<file path="src/rtl/regfile_wb_arbiter_if.sv">
// Writeback arbiter bus: pipeline writeback request, measurement return path, regfile write port.
// Latency: none of its own; it only bundles wires (the regfile write port is registered in the arbiter).
// Backpressure: o_stall holds the pipeline request and o_mea_ready throttles measurement pushes.
interface regfile_wb_arbiter_if #(
  parameter int DATA_W = 64,
  parameter int ADDR_W = 5,
  parameter int CNT_W  = 3
);
  // pipeline writeback request
  logic              i_wb_valid;
  logic [2:0]        i_wb_sel;
  logic [ADDR_W-1:0] i_wb_rd;
  logic [DATA_W-1:0] i_wb_mem;
  logic [DATA_W-1:0] i_wb_alu;
  logic [DATA_W-1:0] i_wb_comp;
  logic [DATA_W-1:0] i_wb_imm;
  logic              o_stall;

  // measurement return path
  logic              i_mea_valid;
  logic              o_mea_ready;
  logic [ADDR_W-1:0] i_mea_rd;
  logic [DATA_W-1:0] i_mea_data;
  logic [CNT_W-1:0]  o_mea_cnt;

  // register-file write port
  logic              o_rf_we;
  logic [ADDR_W-1:0] o_rf_waddr;
  logic [DATA_W-1:0] o_rf_wdata;

  // requester side: pipeline, measurement unit and regfile observer
  modport master (
    output i_wb_valid, i_wb_sel, i_wb_rd, i_wb_mem, i_wb_alu, i_wb_comp, i_wb_imm,
    output i_mea_valid, i_mea_rd, i_mea_data,
    input  o_stall, o_mea_ready, o_mea_cnt, o_rf_we, o_rf_waddr, o_rf_wdata
  );

  // arbiter side
  modport slave (
    input  i_wb_valid, i_wb_sel, i_wb_rd, i_wb_mem, i_wb_alu, i_wb_comp, i_wb_imm,
    input  i_mea_valid, i_mea_rd, i_mea_data,
    output o_stall, o_mea_ready, o_mea_cnt, o_rf_we, o_rf_waddr, o_rf_wdata
  );
endinterface

</file>
<file path="src/rtl/regfile_wb_arbiter.sv">
// Single regfile write port shared by pipeline writeback and a buffered measurement return path.
// Latency: grant to o_rf_we is 1 cycle; measurement push to write is 2 cycles minimum (no bypass).
// Backpressure: o_stall when the pipeline loses arbitration; o_mea_ready drops while the FIFO is full.
`ifndef REGSRC_MEM
`define REGSRC_MEM  3'd0
`endif
`ifndef REGSRC_ALU
`define REGSRC_ALU  3'd1
`endif
`ifndef REGSRC_COMP
`define REGSRC_COMP 3'd2
`endif
`ifndef REGSRC_IMM
`define REGSRC_IMM  3'd3
`endif
`ifndef REGSRC_MEA
`define REGSRC_MEA  3'd4
`endif

module regfile_wb_arbiter #(
  parameter int DATA_W       = 64,
  parameter int ADDR_W       = 5,
  parameter int FIFO_DEPTH   = 4,   // power of two, >= 2, so pointers wrap naturally
  parameter int STARVE_LIMIT = 8    // >= 1
) (
  input logic                 i_clk,
  input logic                 i_rst_n,
  regfile_wb_arbiter_if.slave bus
);

  localparam int PTR_W = $clog2(FIFO_DEPTH);
  localparam int CNT_W = $clog2(FIFO_DEPTH + 1);
  localparam int SC_W  = $clog2(STARVE_LIMIT + 1);
  localparam logic [CNT_W-1:0] FULL_CNT  = CNT_W'(FIFO_DEPTH);
  localparam logic [SC_W-1:0]  LAST_WIN  = SC_W'(STARVE_LIMIT - 1);

  typedef enum logic {
    ST_PIPE  = 1'b0,
    ST_DRAIN = 1'b1
  } state_t;

  state_t            state;
  logic [SC_W-1:0]   starve_cnt;

  logic [ADDR_W-1:0] fifo_rd   [FIFO_DEPTH];
  logic [DATA_W-1:0] fifo_data [FIFO_DEPTH];
  logic [PTR_W-1:0]  wr_ptr;
  logic [PTR_W-1:0]  rd_ptr;
  logic [CNT_W-1:0]  mea_cnt;

  logic              fifo_empty;
  logic              fifo_full;
  logic              push;
  logic              mea_gnt;
  logic              pipe_gnt;
  logic [DATA_W-1:0] wb_data;
  logic [ADDR_W-1:0] head_rd;
  logic [DATA_W-1:0] head_data;

  // Occupancy is registered, so ready never depends on this cycle's grant.
  assign fifo_empty      = (mea_cnt == '0);
  assign fifo_full       = (mea_cnt == FULL_CNT);
  assign bus.o_mea_ready = !fifo_full;
  assign bus.o_mea_cnt   = mea_cnt;
  assign push            = bus.i_mea_valid && !fifo_full;

  // Measurement wins when forced by the drain state, when the FIFO is full, or when the pipeline is idle.
  assign mea_gnt     = !fifo_empty && ((state == ST_DRAIN) || fifo_full || !bus.i_wb_valid);
  assign pipe_gnt    = bus.i_wb_valid && !mea_gnt;
  assign bus.o_stall = bus.i_wb_valid && mea_gnt;

  assign head_rd   = fifo_rd[rd_ptr];
  assign head_data = fifo_data[rd_ptr];

  // Pipeline source select; unknown codes (including the measurement code) fall back to the ALU result.
  always_comb begin
    case (bus.i_wb_sel)
      `REGSRC_MEM:  wb_data = bus.i_wb_mem;
      `REGSRC_ALU:  wb_data = bus.i_wb_alu;
      `REGSRC_COMP: wb_data = bus.i_wb_comp;
      `REGSRC_IMM:  wb_data = bus.i_wb_imm;
      default:      wb_data = bus.i_wb_alu;
    endcase
  end

  // Store pushed measurements; no reset needed because occupancy gates every read of this storage.
  always_ff @(posedge i_clk) begin
    if (push) begin
      fifo_rd[wr_ptr]   <= bus.i_mea_rd;
      fifo_data[wr_ptr] <= bus.i_mea_data;
    end
  end

  // FIFO pointers and occupancy; a simultaneous push and pop leaves the count unchanged.
  always_ff @(posedge i_clk or negedge i_rst_n) begin
    if (!i_rst_n) begin
      wr_ptr  <= '0;
      rd_ptr  <= '0;
      mea_cnt <= '0;
    end else begin
      if (push) begin
        wr_ptr <= wr_ptr + PTR_W'(1);
      end
      if (mea_gnt) begin
        rd_ptr <= rd_ptr + PTR_W'(1);
      end
      case ({push, mea_gnt})
        2'b10:   mea_cnt <= mea_cnt + CNT_W'(1);
        2'b01:   mea_cnt <= mea_cnt - CNT_W'(1);
        default: mea_cnt <= mea_cnt;
      endcase
    end
  end

  // Anti-starvation FSM: count pipeline wins over a waiting measurement, then force one drain cycle.
  always_ff @(posedge i_clk or negedge i_rst_n) begin
    if (!i_rst_n) begin
      state      <= ST_PIPE;
      starve_cnt <= '0;
    end else begin
      case (state)
        ST_PIPE: begin
          if (mea_gnt || fifo_empty) begin
            starve_cnt <= '0;
          end else if (pipe_gnt) begin
            if (starve_cnt == LAST_WIN) begin
              state      <= ST_DRAIN;
              starve_cnt <= '0;
            end else begin
              starve_cnt <= starve_cnt + SC_W'(1);
            end
          end
        end
        ST_DRAIN: begin
          // The FIFO cannot empty while the pipeline was winning, so this cycle always pops.
          state      <= ST_PIPE;
          starve_cnt <= '0;
        end
        default: begin
          state      <= ST_PIPE;
          starve_cnt <= '0;
        end
      endcase
    end
  end

  // Registered write port: the winner's address/data are captured; x0 writes are consumed with we low.
  always_ff @(posedge i_clk or negedge i_rst_n) begin
    if (!i_rst_n) begin
      bus.o_rf_we    <= 1'b0;
      bus.o_rf_waddr <= '0;
      bus.o_rf_wdata <= '0;
    end else if (mea_gnt) begin
      bus.o_rf_we    <= (head_rd != '0);
      bus.o_rf_waddr <= head_rd;
      bus.o_rf_wdata <= head_data;
    end else if (pipe_gnt) begin
      bus.o_rf_we    <= (bus.i_wb_rd != '0);
      bus.o_rf_waddr <= bus.i_wb_rd;
      bus.o_rf_wdata <= wb_data;
    end else begin
      bus.o_rf_we    <= 1'b0;
    end
  end

endmodule

</file>
<file path="src/flat_wrapper.sv">
// flat-port wrapper written by rule: the top's interface ports become plain ports
module regfile_wb_arbiter_flat 
#(
  parameter int DATA_W       = 64,
  parameter int ADDR_W       = 5,
  parameter int FIFO_DEPTH   = 4,                                                    
  parameter int STARVE_LIMIT = 8           
)
  (i_clk, i_rst_n, bus_i_wb_valid, bus_i_wb_sel, bus_i_wb_rd, bus_i_wb_mem, bus_i_wb_alu, bus_i_wb_comp, bus_i_wb_imm, bus_i_mea_valid, bus_i_mea_rd, bus_i_mea_data, bus_o_stall, bus_o_mea_ready, bus_o_mea_cnt, bus_o_rf_we, bus_o_rf_waddr, bus_o_rf_wdata);
  regfile_wb_arbiter_if #(.DATA_W(DATA_W), .ADDR_W(ADDR_W), .CNT_W(($clog2((4) + 1)))) bus_i ();
  input logic i_clk;
  input logic i_rst_n;
  input wire logic [$bits(bus_i.i_wb_valid)-1:0] bus_i_wb_valid;
  input wire logic [$bits(bus_i.i_wb_sel)-1:0] bus_i_wb_sel;
  input wire logic [$bits(bus_i.i_wb_rd)-1:0] bus_i_wb_rd;
  input wire logic [$bits(bus_i.i_wb_mem)-1:0] bus_i_wb_mem;
  input wire logic [$bits(bus_i.i_wb_alu)-1:0] bus_i_wb_alu;
  input wire logic [$bits(bus_i.i_wb_comp)-1:0] bus_i_wb_comp;
  input wire logic [$bits(bus_i.i_wb_imm)-1:0] bus_i_wb_imm;
  input wire logic [$bits(bus_i.i_mea_valid)-1:0] bus_i_mea_valid;
  input wire logic [$bits(bus_i.i_mea_rd)-1:0] bus_i_mea_rd;
  input wire logic [$bits(bus_i.i_mea_data)-1:0] bus_i_mea_data;
  output wire logic [$bits(bus_i.o_stall)-1:0] bus_o_stall;
  output wire logic [$bits(bus_i.o_mea_ready)-1:0] bus_o_mea_ready;
  output wire logic [$bits(bus_i.o_mea_cnt)-1:0] bus_o_mea_cnt;
  output wire logic [$bits(bus_i.o_rf_we)-1:0] bus_o_rf_we;
  output wire logic [$bits(bus_i.o_rf_waddr)-1:0] bus_o_rf_waddr;
  output wire logic [$bits(bus_i.o_rf_wdata)-1:0] bus_o_rf_wdata;
  assign bus_i.i_wb_valid = bus_i_wb_valid;
  assign bus_i.i_wb_sel = bus_i_wb_sel;
  assign bus_i.i_wb_rd = bus_i_wb_rd;
  assign bus_i.i_wb_mem = bus_i_wb_mem;
  assign bus_i.i_wb_alu = bus_i_wb_alu;
  assign bus_i.i_wb_comp = bus_i_wb_comp;
  assign bus_i.i_wb_imm = bus_i_wb_imm;
  assign bus_i.i_mea_valid = bus_i_mea_valid;
  assign bus_i.i_mea_rd = bus_i_mea_rd;
  assign bus_i.i_mea_data = bus_i_mea_data;
  assign bus_o_stall = bus_i.o_stall;
  assign bus_o_mea_ready = bus_i.o_mea_ready;
  assign bus_o_mea_cnt = bus_i.o_mea_cnt;
  assign bus_o_rf_we = bus_i.o_rf_we;
  assign bus_o_rf_waddr = bus_i.o_rf_waddr;
  assign bus_o_rf_wdata = bus_i.o_rf_wdata;
  regfile_wb_arbiter #(.DATA_W(DATA_W), .ADDR_W(ADDR_W), .FIFO_DEPTH(FIFO_DEPTH), .STARVE_LIMIT(STARVE_LIMIT)) u_core (.i_clk(i_clk), .i_rst_n(i_rst_n), .bus(bus_i));
endmodule
</file>
<file path="config.mk">
export PLATFORM = sky130hd
export DESIGN_NAME = regfile_wb_arbiter_flat
export DESIGN_NICKNAME = d
export VERILOG_FILES = /design/src/rtl/regfile_wb_arbiter_if.sv /design/src/rtl/regfile_wb_arbiter.sv /design/src/flat_wrapper.sv
export SDC_FILE = /design/constraint.sdc
export NUM_CORES = 1
export LEC_CHECK = 0
export BUFFER_PORTS_ARGS = -buffer_cell sky130_fd_sc_hd__buf_2
export CORE_ASPECT_RATIO = 1.2
export CORE_MARGIN = 2
export CORE_UTILIZATION = 37
export CTS_CLUSTER_SIZE = 16
export DETAILED_ROUTE_END_ITERATION = 12
export PLACE_DENSITY = 0.58
export SLEW_MARGIN = 10
export SYNTH_ARGS = -nofsm -noshare
export SYNTH_HDL_FRONTEND = slang
export SYNTH_SLANG_ARGS = --single-unit
</file>
<file path="constraint.sdc">
create_clock -name i_clk -period 4.2 [get_ports i_clk]
set_input_delay 0.21 -clock i_clk [delete_from_list [all_inputs] [get_ports i_clk]]
set_output_delay 0.21 -clock i_clk [all_outputs]
set_load 0.02 [all_outputs]
</file>
==> metrics.txt, run 1 <==
# TYPE chip_impl_metric gauge
chip_impl_metric{name="combinational_power_share",unit=""} 0.300
chip_impl_metric{name="path_buf_inv",unit=""} 2
chip_impl_metric{name="start_util",unit=""} 0.3763
chip_impl_metric{name="ff_latch_area",unit="um2"} 10350
chip_impl_metric{name="post-route-worst-setup-slack",unit="ps"} 1379
chip_impl_metric{name="critical_path_arrival",unit="ps"} 3260
chip_impl_metric{name="synth_fp_nets",unit=""} 1297
chip_impl_metric{name="cpPeakStageDelay",unit="ps"} 600
chip_impl_metric{name="clk-insertion-delay-late",unit="ps"} 530
chip_impl_metric{name="number_of_global_route_vias_before_repair",unit=""} 11300
chip_impl_metric{name="placeable_core_region",unit="um2"} 40840
chip_impl_metric{name="post_synth_top_area_share",unit=""} 0.5393
chip_impl_metric{name="post-route-period-util",unit=""} 0.6716
chip_impl_metric{name="dr.first_iter.drc_count",unit=""} 613
chip_impl_info{name="setup.worst_path.end_class",value="flop"} 1
chip_impl_metric{name="max_slew.worst_pin.slew",unit="ps"} 1050
chip_impl_metric{name="num_vias",unit=""} 10800
chip_impl_metric{name="final_max_slew_viol_count",unit=""} 0
chip_impl_info{name="synth_top_cells_by_area",value="sky130_fd_sc_hd__edfxtp_1 (54%), sky130_fd_sc_hd__dfrtp_1 (13%), sky130_fd_sc_hd__mux4_2 (10%)"} 1
chip_impl_info{name="final_common_cell",value="sky130_fd_sc_hd__buf_2"} 1
chip_impl_metric{name="routed_wire_length_per_instance",unit="um"} 21.15
chip_impl_metric{name="cts_made_buffers",unit=""} 37
chip_impl_info{name="root_buffer",value="sky130_fd_sc_hd__clkbuf_16"} 1
chip_impl_metric{name="syn_to_final_growth",unit="%"} 34.34
chip_impl_metric{name="internal-power",unit="uW"} 8676
chip_impl_metric{name="floorplan.die.width",unit="um"} 190.0
chip_impl_metric{name="antenna_found_initial",unit=""} 3
chip_impl_info{name="crit_path_start_kind",value="flop"} 1
chip_impl_metric{name="syn_inst",unit=""} 953
chip_impl_metric{name="synth_async_sr_flop_share",unit=""} 0.2291
chip_impl_metric{name="vias_per_cell",unit=""} 5.250
chip_impl_metric{name="dpl_worst_slack",unit="ps"} 1382
chip_impl_metric{name="fillCellCount",unit=""} 3518
chip_impl_info{name="synth_top_family_by_area",value="multiplexers"} 1
chip_impl_metric{name="number_of_nets_with_antenna_violations_after_routing",unit=""} 0
chip_impl_metric{name="groute.usage.overall",unit=""} 0.1993
chip_impl_info{name="cpMostUsedCell",value="sky130_fd_sc_hd__xor2_1"} 1
chip_impl_info{name="min-delay-path-class",value="in -> reg"} 1
chip_impl_metric{name="layout-drive-gt1-share",unit=""} 0.3790
chip_impl_metric{name="parity_gate_share_of_the_synthesized_area_counting_xor_and_xnor_cells",unit=""} 0.003990
chip_impl_metric{name="max_cap_violations",unit=""} 0
chip_impl_info{name="synthFlopType",value="sky130_fd_sc_hd__edfxtp_1"} 1
chip_impl_info{name="cts_tree",value="done"} 1
chip_impl_metric{name="grt_overflow_total",unit=""} 0
chip_impl_info{name="rsz_0062_raised_after_global_routing",value="no"} 1
chip_impl_metric{name="first_pass_grt_wire_length",unit="um"} 65320
chip_impl_metric{name="cts-htree-levels",unit=""} 2
chip_impl_metric{name="drc_violations_left",unit=""} 0
chip_impl_metric{name="leakagePower",unit="uW"} 0.008310
chip_impl_metric{name="synth.ff_latch_count",unit=""} 358
chip_impl_metric{name="setup-tns-final",unit="ps"} 0
chip_impl_metric{name="clockPowerShare",unit=""} 0.278
chip_impl_metric{name="synth_simple_gate_area_frac",unit=""} 0.04340
chip_impl_metric{name="chipHeight",unit="um"} 227.3
chip_impl_metric{name="power-per-cell-area",unit="nW/um2"} 616.0
chip_impl_metric{name="switchingPower",unit="uW"} 4042
chip_impl_info{name="critical-path-top-delay-family",value="adder cells"} 1
chip_impl_metric{name="place.detailed.hpwl",unit="um"} 27650
chip_impl_metric{name="placed_cell_area",unit="um2"} 17960
chip_impl_info{name="critical_setup_path_kind",value="reg -> reg"} 1
chip_impl_metric{name="post-route-min-period",unit="ps"} 2821
chip_impl_metric{name="complex_gate_fraction_of_the_synthesized_area",unit=""} 0.1033
chip_impl_metric{name="ys.warnings.count",unit=""} 0
chip_impl_metric{name="post_synth_num_cell_types",unit=""} 36
chip_impl_info{name="outcome",value="completed"} 1
chip_impl_metric{name="number_of_top_level_design_ports",unit=""} 412
chip_impl_metric{name="cts.reportedPaths.clkPinSlew",unit="ps"} 60
chip_impl_metric{name="globalplace.congestion",unit=""} 0.8652
chip_impl_metric{name="clock_sink_count",unit=""} 358
chip_impl_metric{name="std_cell_rows",unit=""} 81
chip_impl_metric{name="placement.io_buffers",unit=""} 411
chip_impl_metric{name="layout.core_utilization",unit=""} 0.5055
chip_impl_metric{name="netSwitchingFraction",unit=""} 0.3178
chip_impl_metric{name="report.power.total",unit="uW"} 12720
chip_impl_metric{name="vdd.ir_drop.worst",unit="mV"} 0.3206
chip_impl_info{name="synth_area_leader_cell",value="sky130_fd_sc_hd__edfxtp_1"} 1
chip_impl_metric{name="post_synth.cell_area_avg",unit="um2"} 16.13
chip_impl_metric{name="finalHoldViolCount",unit=""} 0
chip_impl_metric{name="dr.pass1.iters",unit=""} 5
chip_impl_metric{name="grt_start_max_net_pins",unit=""} 70
chip_impl_metric{name="number_of_enable_flip_flop_cells_after_synthesis",unit=""} 276
chip_impl_metric{name="multiInputGateArea",unit="um2"} 4686
chip_impl_metric{name="cts_post_setup_buffers_inserted",unit=""} 0
chip_impl_metric{name="worstPathMaxFanout",unit=""} 35
chip_impl_metric{name="synthMuxAreaShare",unit=""} 0.1457
chip_impl_metric{name="post_synth_instance_area",unit="um2"} 15370
chip_impl_metric{name="layout.nets",unit=""} 1832
chip_impl_metric{name="total_die_area",unit="um2"} 43190
chip_impl_info{name="path_cells",value="or2_4, mux2i_4, inv_2, ha_1, inv_1, fa_1, xor2_1, nor2_1, xor2_1"} 1
chip_impl_metric{name="routed_wirelength",unit="um"} 43520
chip_impl_metric{name="bufs_on_longest_clock_path",unit=""} 3
chip_impl_info{name="cp_slowest_cell",value="sky130_fd_sc_hd__inv_2"} 1
chip_impl_metric{name="fin_area",unit="um2"} 20640
chip_impl_metric{name="fin_skew",unit="ps"} 19.92
chip_impl_metric{name="p_seq_frac",unit=""} 0.422
chip_impl_metric{name="post_synthesis_adder_cell_area_fraction",unit=""} 0.006188
chip_impl_metric{name="setup_violations",unit=""} 0
chip_impl_metric{name="synth_seq_area_share",unit=""} 0.6729
chip_impl_metric{name="timing.fmax",unit="MHz"} 354.5
chip_impl_info{name="highest_count_cells_in_the_layout_ignoring_fill_and_taps",value="sky130_fd_sc_hd__buf_2 (409), sky130_fd_sc_hd__edfxtp_1 (276), sky130_fd_sc_hd__dlygate4sd3_1 (136)"} 1
chip_impl_metric{name="maxSlewHeadroom",unit=""} 0.2999
chip_impl_metric{name="cp.required",unit="ps"} 4640
## final cells by class
cell class                 instances  share of cell area
antenna                            1           0.0001212
clock buffer                      51             0.05188
clock inverter                    17             0.01224
inverter                           8            0.001455
multi-input combinational        515              0.2270
sequential                       358              0.5012
tap                              539             0.03267
timing repair buffer             568              0.1735
## cell usage after synthesis (3+ instances only)
library cell	number
sky130_fd_sc_hd__edfxtp_1	276
sky130_fd_sc_hd__nor2_1	134
sky130_fd_sc_hd__dfrtp_1	82
sky130_fd_sc_hd__mux4_2	69
sky130_fd_sc_hd__mux2i_1	65
sky130_fd_sc_hd__a22oi_1	64
sky130_fd_sc_hd__a2bb2oi_1	64
sky130_fd_sc_hd__o31ai_1	64
sky130_fd_sc_hd__clkbuf_1	42
sky130_fd_sc_hd__buf_2	20
sky130_fd_sc_hd__nand2_1	13
sky130_fd_sc_hd__buf_6	7
sky130_fd_sc_hd__inv_1	7
sky130_fd_sc_hd__ha_1	6
sky130_fd_sc_hd__a32oi_1	5
sky130_fd_sc_hd__xnor2_1	5
sky130_fd_sc_hd__and3_1	4
sky130_fd_sc_hd__buf_1	3
## per-layer routing
layer | share of wire | routed length [um] | vias to the layer above | global-route usage
met4 | 0.017 | 732 | 6 | 0.05401
met2 | 0.51 | 22320 | 366 | 0.3495
met3 | 0.066 | 2875 | 57 | 0.03977
met5 | 0.00078 | 34 | - | 0
met1 | 0.40 | 17550 | 5475 | 0.2523
li1 | - | - | 4895 | -
## tightest hold or removal path, stage by stage
cell and delay [ps]:
sky130_fd_sc_hd__buf_2 100, sky130_fd_sc_hd__nor2_1 60, sky130_fd_sc_hd__o31ai_1 180
## flip-flops by register name (all words and copies together) (netlist names)
| signal | flops |
|---|---|
| u_core.bus.o_mea_cnt | 3 |
| u_core.bus.o_rf_waddr | 5 |
| u_core.bus.o_rf_wdata | 64 |
| u_core.bus.o_rf_we | 1 |
| u_core.fifo_data | 256 |
| u_core.fifo_rd | 20 |
| u_core.rd_ptr | 2 |
| u_core.starve_cnt | 4 |
| u_core.state | 1 |
| u_core.wr_ptr | 2 |
## final timing paths
kind | to | startpoint | slack [ps] | cells past startpoint
setup reg to reg | u_core.bus.o_mea_cnt[2]$_DFFE_PN0P_ | u_core.bus.o_mea_cnt[0]$_DFFE_PN0P_ | 1380 | 9
hold / removal | u_core.bus.o_rf_wdata[40]$_DFFE_PN0P_ | bus_i_wb_alu[40] | 50 | 3
max in group asynchronous | u_core.rd_ptr[1]$_DFFE_PN0N_ | i_rst_n | 2770 | 3
min in group asynchronous | u_core.bus.o_rf_waddr[3]$_DFFE_PN0P_ | i_rst_n | 240 | 2
hold reg to reg | u_core.starve_cnt[0]$_DFFE_PN0P_ | u_core.state$_DFF_PN0_ | 450 | 1
setup / recovery | u_core.bus.o_mea_cnt[2]$_DFFE_PN0P_ | u_core.bus.o_mea_cnt[0]$_DFFE_PN0P_ | 1380 | 9
## logic make-up (layout without fill, tap and decap cells)
logic type / Yosys count / after routing
flops: 358 / 358
mux: 136 / 136
xor+xnor: 7 / 7
fa+ha+maj: 7 / 7
simple gates: 165 / 165
other cells: 0 / 1
compound gates: 200 / 200
buf+inv: 80 / 644
## per-stage QoR
| stage | std cells | hold slack [ps] |
|---|---|---|
| 2_1_floorplan | 953 | -85.59 |
| 3_3_place_gp | 1852 | 254.3 |
| 3_5_place_dp | 1852 | 254.0 |
| 4_1_cts | 2056 | 11.97 |
| 5_1_grt | 2056 | 54.93 |
| 6_report | 2057 | 54.73 |
## what timing repair did
item / CTS / global route
endpoints found under the hold margin: 382 / 0
resized for setup: 0 / 0
hold buffers: 136 / 0
## power by group through the flow
stage	clock [uW]	combinational [uW]	sequential (uW)
2_1_floorplan	0	2260	5580
3_3_place_gp	0	3740	5420
3_5_place_dp	0	3780	5450
4_1_cts	3620	3900	5390
5_1_grt	3760	4150	5480
6_report	3530	3820	5370
No activity file was read; power rests on OpenSTA's default activity.
==> inputs of run 2 (changes only) <==
Settings changed: ABC_AREA set to 1, PLACE_DENSITY 0.58 to 0.57.
Clock period 4.2 ns to 2.93 ns, I/O delays scaled along.
==> metrics.txt, run 2 <==
# TYPE chip_impl_metric gauge
chip_impl_info{name="setup.worst_path.end_class",value="output port"} 1
chip_impl_metric{name="routed_wirelength",unit="um"} 48030
chip_impl_info{name="highest_count_cells_in_the_layout_ignoring_fill_and_taps",value="sky130_fd_sc_hd__nand2_1 (688), sky130_fd_sc_hd__buf_2 (410), sky130_fd_sc_hd__edfxtp_1 (276)"} 1
chip_impl_metric{name="chipHeight",unit="um"} 230.2
chip_impl_metric{name="cp.required",unit="ps"} 2780
chip_impl_metric{name="synth_fp_nets",unit=""} 1962
chip_impl_metric{name="layout-drive-gt1-share",unit=""} 0.2341
chip_impl_info{name="reg.largest.list",value="u_core.fifo_data x256, u_core.bus.o_rf_wdata x64, u_core.fifo_rd x20"} 1
chip_impl_metric{name="vias_per_cell",unit=""} 4.980
chip_impl_metric{name="cts_post_setup_buffers_inserted",unit=""} 0
chip_impl_info{name="outcome",value="completed"} 1
chip_impl_metric{name="fin_hold_ws",unit="ps"} 19.76
chip_impl_info{name="critical_setup_path_kind",value="reg -> out"} 1
chip_impl_metric{name="fin_skew",unit="ps"} 16.97
chip_impl_metric{name="synth_seq_area_share",unit=""} 0.6555
chip_impl_metric{name="fillCellCount",unit=""} 3799
chip_impl_metric{name="setup_violations",unit=""} 0
chip_impl_metric{name="first_pass_grt_wire_length",unit="um"} 73350
chip_impl_metric{name="worstPathMaxFanout",unit=""} 67
chip_impl_metric{name="number_of_top_level_design_ports",unit=""} 412
chip_impl_metric{name="final_max_slew_viol_count",unit=""} 0
chip_impl_metric{name="placeable_core_region",unit="um2"} 41960
chip_impl_metric{name="setup-tns-final",unit="ps"} 0
chip_impl_metric{name="post_synth.cell_area_avg",unit="um2"} 9.750
chip_impl_metric{name="report.power.total",unit="uW"} 19230
chip_impl_metric{name="vdd.ir_drop.worst",unit="mV"} 0.6935
chip_impl_info{name="registers.top_by_ff_count",value="u_core.fifo_data"} 1
chip_impl_metric{name="number_of_nets_with_antenna_violations_after_routing",unit=""} 0
chip_impl_info{name="min-delay-path-class",value="in -> reg"} 1
chip_impl_info{name="final_common_cell",value="sky130_fd_sc_hd__nand2_1"} 1
chip_impl_metric{name="ys.warnings.count",unit=""} 0
chip_impl_info{name="rsz_0062_raised_after_global_routing",value="no"} 1
chip_impl_metric{name="cts.reportedPaths.clkPinSlew",unit="ps"} 60
chip_impl_info{name="root_buffer",value="sky130_fd_sc_hd__clkbuf_16"} 1
chip_impl_info{name="cp_slowest_cell",value="sky130_fd_sc_hd__buf_4"} 1
chip_impl_metric{name="critical_path_arrival",unit="ps"} 2370
chip_impl_metric{name="timing.fmax",unit="MHz"} 398.0
chip_impl_metric{name="dpl.cell_count",unit=""} 2505
chip_impl_metric{name="layout.nets",unit=""} 2532
chip_impl_metric{name="max_slew.worst_pin.slew",unit="ps"} 1031
chip_impl_metric{name="clockPowerShare",unit=""} 0.257
chip_impl_metric{name="syn_inst",unit=""} 1618
chip_impl_metric{name="p_seq_frac",unit=""} 0.381
chip_impl_metric{name="post_synth_num_cell_types",unit=""} 24
chip_impl_metric{name="std_cell_rows",unit=""} 82
chip_impl_metric{name="post_synth_instance_area",unit="um2"} 15780
chip_impl_info{name="yosysMostFrequentCell",value="sky130_fd_sc_hd__nand2_1"} 1
chip_impl_metric{name="placed_cell_area",unit="um2"} 18450
chip_impl_metric{name="netSwitchingFraction",unit=""} 0.3688
chip_impl_metric{name="timing.reg2reg.setup_slack",unit="ps"} 880
chip_impl_metric{name="grt_overflow_total",unit=""} 0
chip_impl_metric{name="place.detailed.hpwl",unit="um"} 29380
chip_impl_metric{name="hold-path-cell-count",unit=""} 5
chip_impl_metric{name="floorplan.die.width",unit="um"} 192.5
chip_impl_metric{name="worst-r2r-cell-count",unit=""} 11
chip_impl_metric{name="synth.ff_latch_count",unit=""} 358
chip_impl_metric{name="total_die_area",unit="um2"} 44310
chip_impl_metric{name="combinational_power_share",unit=""} 0.362
chip_impl_info{name="path_cells",value="inv_2, nand2_1, nor2_1, inv_2, nand2_2, buf_4, nor2_1, buf_2"} 1
chip_impl_metric{name="switchingPower",unit="uW"} 7093
chip_impl_metric{name="largest_register_ff_count",unit=""} 256
chip_impl_metric{name="groute.usage.overall",unit=""} 0.2143
chip_impl_metric{name="synth_async_sr_flop_share",unit=""} 0.2291
chip_impl_metric{name="routed_wire_length_per_instance",unit="um"} 17.37
chip_impl_metric{name="cts_made_buffers",unit=""} 38
chip_impl_metric{name="placement.io_buffers",unit=""} 411
chip_impl_metric{name="finalHoldViolCount",unit=""} 0
chip_impl_metric{name="leakagePower",unit="uW"} 0.009384
chip_impl_metric{name="maxSlewHeadroom",unit=""} 0.3127
chip_impl_metric{name="num_vias",unit=""} 13770
chip_impl_metric{name="internal-power",unit="uW"} 12140
chip_impl_metric{name="cts-hold-fix-buffers",unit=""} 189
chip_impl_metric{name="cts_repair_resize_count",unit=""} 0
chip_impl_metric{name="number_of_enable_flip_flop_cells_after_synthesis",unit=""} 276
chip_impl_metric{name="clk-insertion-delay-late",unit="ps"} 530
chip_impl_metric{name="bufs_on_longest_clock_path",unit=""} 3
chip_impl_metric{name="drc_violations_left",unit=""} 0
chip_impl_metric{name="dr.pass1.iters",unit=""} 4
chip_impl_info{name="crit_path_start_kind",value="flop"} 1
chip_impl_metric{name="fin_area",unit="um2"} 21650
chip_impl_metric{name="stdcell_count",unit=""} 2765
chip_impl_info{name="synth_area_leader_cell",value="sky130_fd_sc_hd__edfxtp_1"} 1
chip_impl_metric{name="clock_sink_count",unit=""} 358
chip_impl_metric{name="post-route-period-util",unit=""} 0.8576
chip_impl_info{name="yosys-top-cells-count",value="sky130_fd_sc_hd__nand2_1 (690), sky130_fd_sc_hd__edfxtp_1 (276), sky130_fd_sc_hd__nand3_1 (212)"} 1
chip_impl_metric{name="grt_start_max_net_pins",unit=""} 75
chip_impl_metric{name="cts-htree-levels",unit=""} 2
chip_impl_info{name="cts_tree",value="done"} 1
chip_impl_metric{name="cpPeakStageDelay",unit="ps"} 680
chip_impl_metric{name="antenna_found_initial",unit=""} 3
chip_impl_metric{name="syn_to_final_growth",unit="%"} 37.21
chip_impl_metric{name="post-route-min-period",unit="ps"} 2513
chip_impl_metric{name="power-per-cell-area",unit="nW/um2"} 888.4
chip_impl_info{name="synth_top_cells_by_area",value="sky130_fd_sc_hd__edfxtp_1 (53%), sky130_fd_sc_hd__nand2_1 (16%), sky130_fd_sc_hd__dfrtp_1 (13%)"} 1
chip_impl_metric{name="start_util",unit=""} 0.3759
chip_impl_info{name="synthFlopType",value="sky130_fd_sc_hd__edfxtp_1"} 1
chip_impl_metric{name="max_cap_violations",unit=""} 0
chip_impl_metric{name="number_of_global_route_vias_before_repair",unit=""} 14200
chip_impl_metric{name="globalplace.congestion",unit=""} 0.8600
chip_impl_metric{name="post_synth_top_area_share",unit=""} 0.5254
chip_impl_metric{name="dr.first_iter.drc_count",unit=""} 576
run 2: power groups by stage:
stage                     clock (uW)  sequential [uW]  combinational, uW
final                           4950             7330               6950
after CTS                       5080             7330               7060
after detailed placement           0             7420               6780
after global routing            5240             7450               7810
after floorplan                    0             7980               3800
after global placement             0             7380               6710
run 2: per-layer routing:
layer | wire [um] | global-route usage
met2 | 24540 | 0.3900
met5 | 13 | 0
met4 | 1822 | 0.09709
met1 | 18890 | 0.2418
met3 | 2768 | 0.03770
run 2: through the flow:
step	util	setup WS (ps)
global placement	0.4398	863.4
detailed placement	0.4398	889.8
global route	0.5158	210.4
CTS	0.5157	356.4
floorplan	-	-356.3
finish	0.5158	417.2
run 2: logic make-up (layout without fill, tap and decap cells):
| group | count (synthesis) | in the layout | synth area share |
|---|---|---|---|
| fa+ha+maj | 7 | 7 | 0.006028 |
| other cells | 0 | 2 | 0 |
| flops | 358 | 358 | 0.6555 |
| buf+inv | 120 | 719 | 0.03307 |
| simple gates | 1056 | 1056 | 0.2798 |
| xor+xnor | 5 | 5 | 0.002777 |
| compound gates | 72 | 72 | 0.02284 |
run 2: cell type report:
cell class | count | area [um2] | share of cell area
diodes | 2 | 5.005 | 0.0002312
flip-flops and latches | 358 | 10350 | 0.4780
well taps | 546 | 683.2 | 0.03156
inverters | 21 | 82.58 | 0.003815
multi-input cells | 1140 | 4964 | 0.2293
clock buffers | 50 | 1067 | 0.04931
repair buffers | 629 | 4269 | 0.1972
clock inverters | 19 | 227.7 | 0.01052
run 2: worst max-delay path: cells and delay by family (launching register included):
family / cells / cell delay [ps]
flops: 1 / 420
simple gates: 4 / 370
buf+inv: 4 / 1040
run 2: worst paths after layout:
kind / start / endpoint
setup / recovery: u_core.bus.o_mea_cnt[0]$_DFFE_PN0P_ / bus_o_stall
hold / removal: bus_i_wb_mem[32] / u_core.bus.o_rf_wdata[32]$_DFFE_PN0P_
setup reg to reg: u_core.bus.o_mea_cnt[0]$_DFFE_PN0P_ / u_core.bus.o_mea_cnt[2]$_DFFE_PN0P_
hold reg to reg: u_core.starve_cnt[0]$_DFFE_PN0P_ / u_core.starve_cnt[0]$_DFFE_PN0P_
max in group asynchronous: i_rst_n / u_core.bus.o_rf_wdata[54]$_DFFE_PN0P_
min in group asynchronous: i_rst_n / u_core.bus.o_rf_wdata[32]$_DFFE_PN0P_
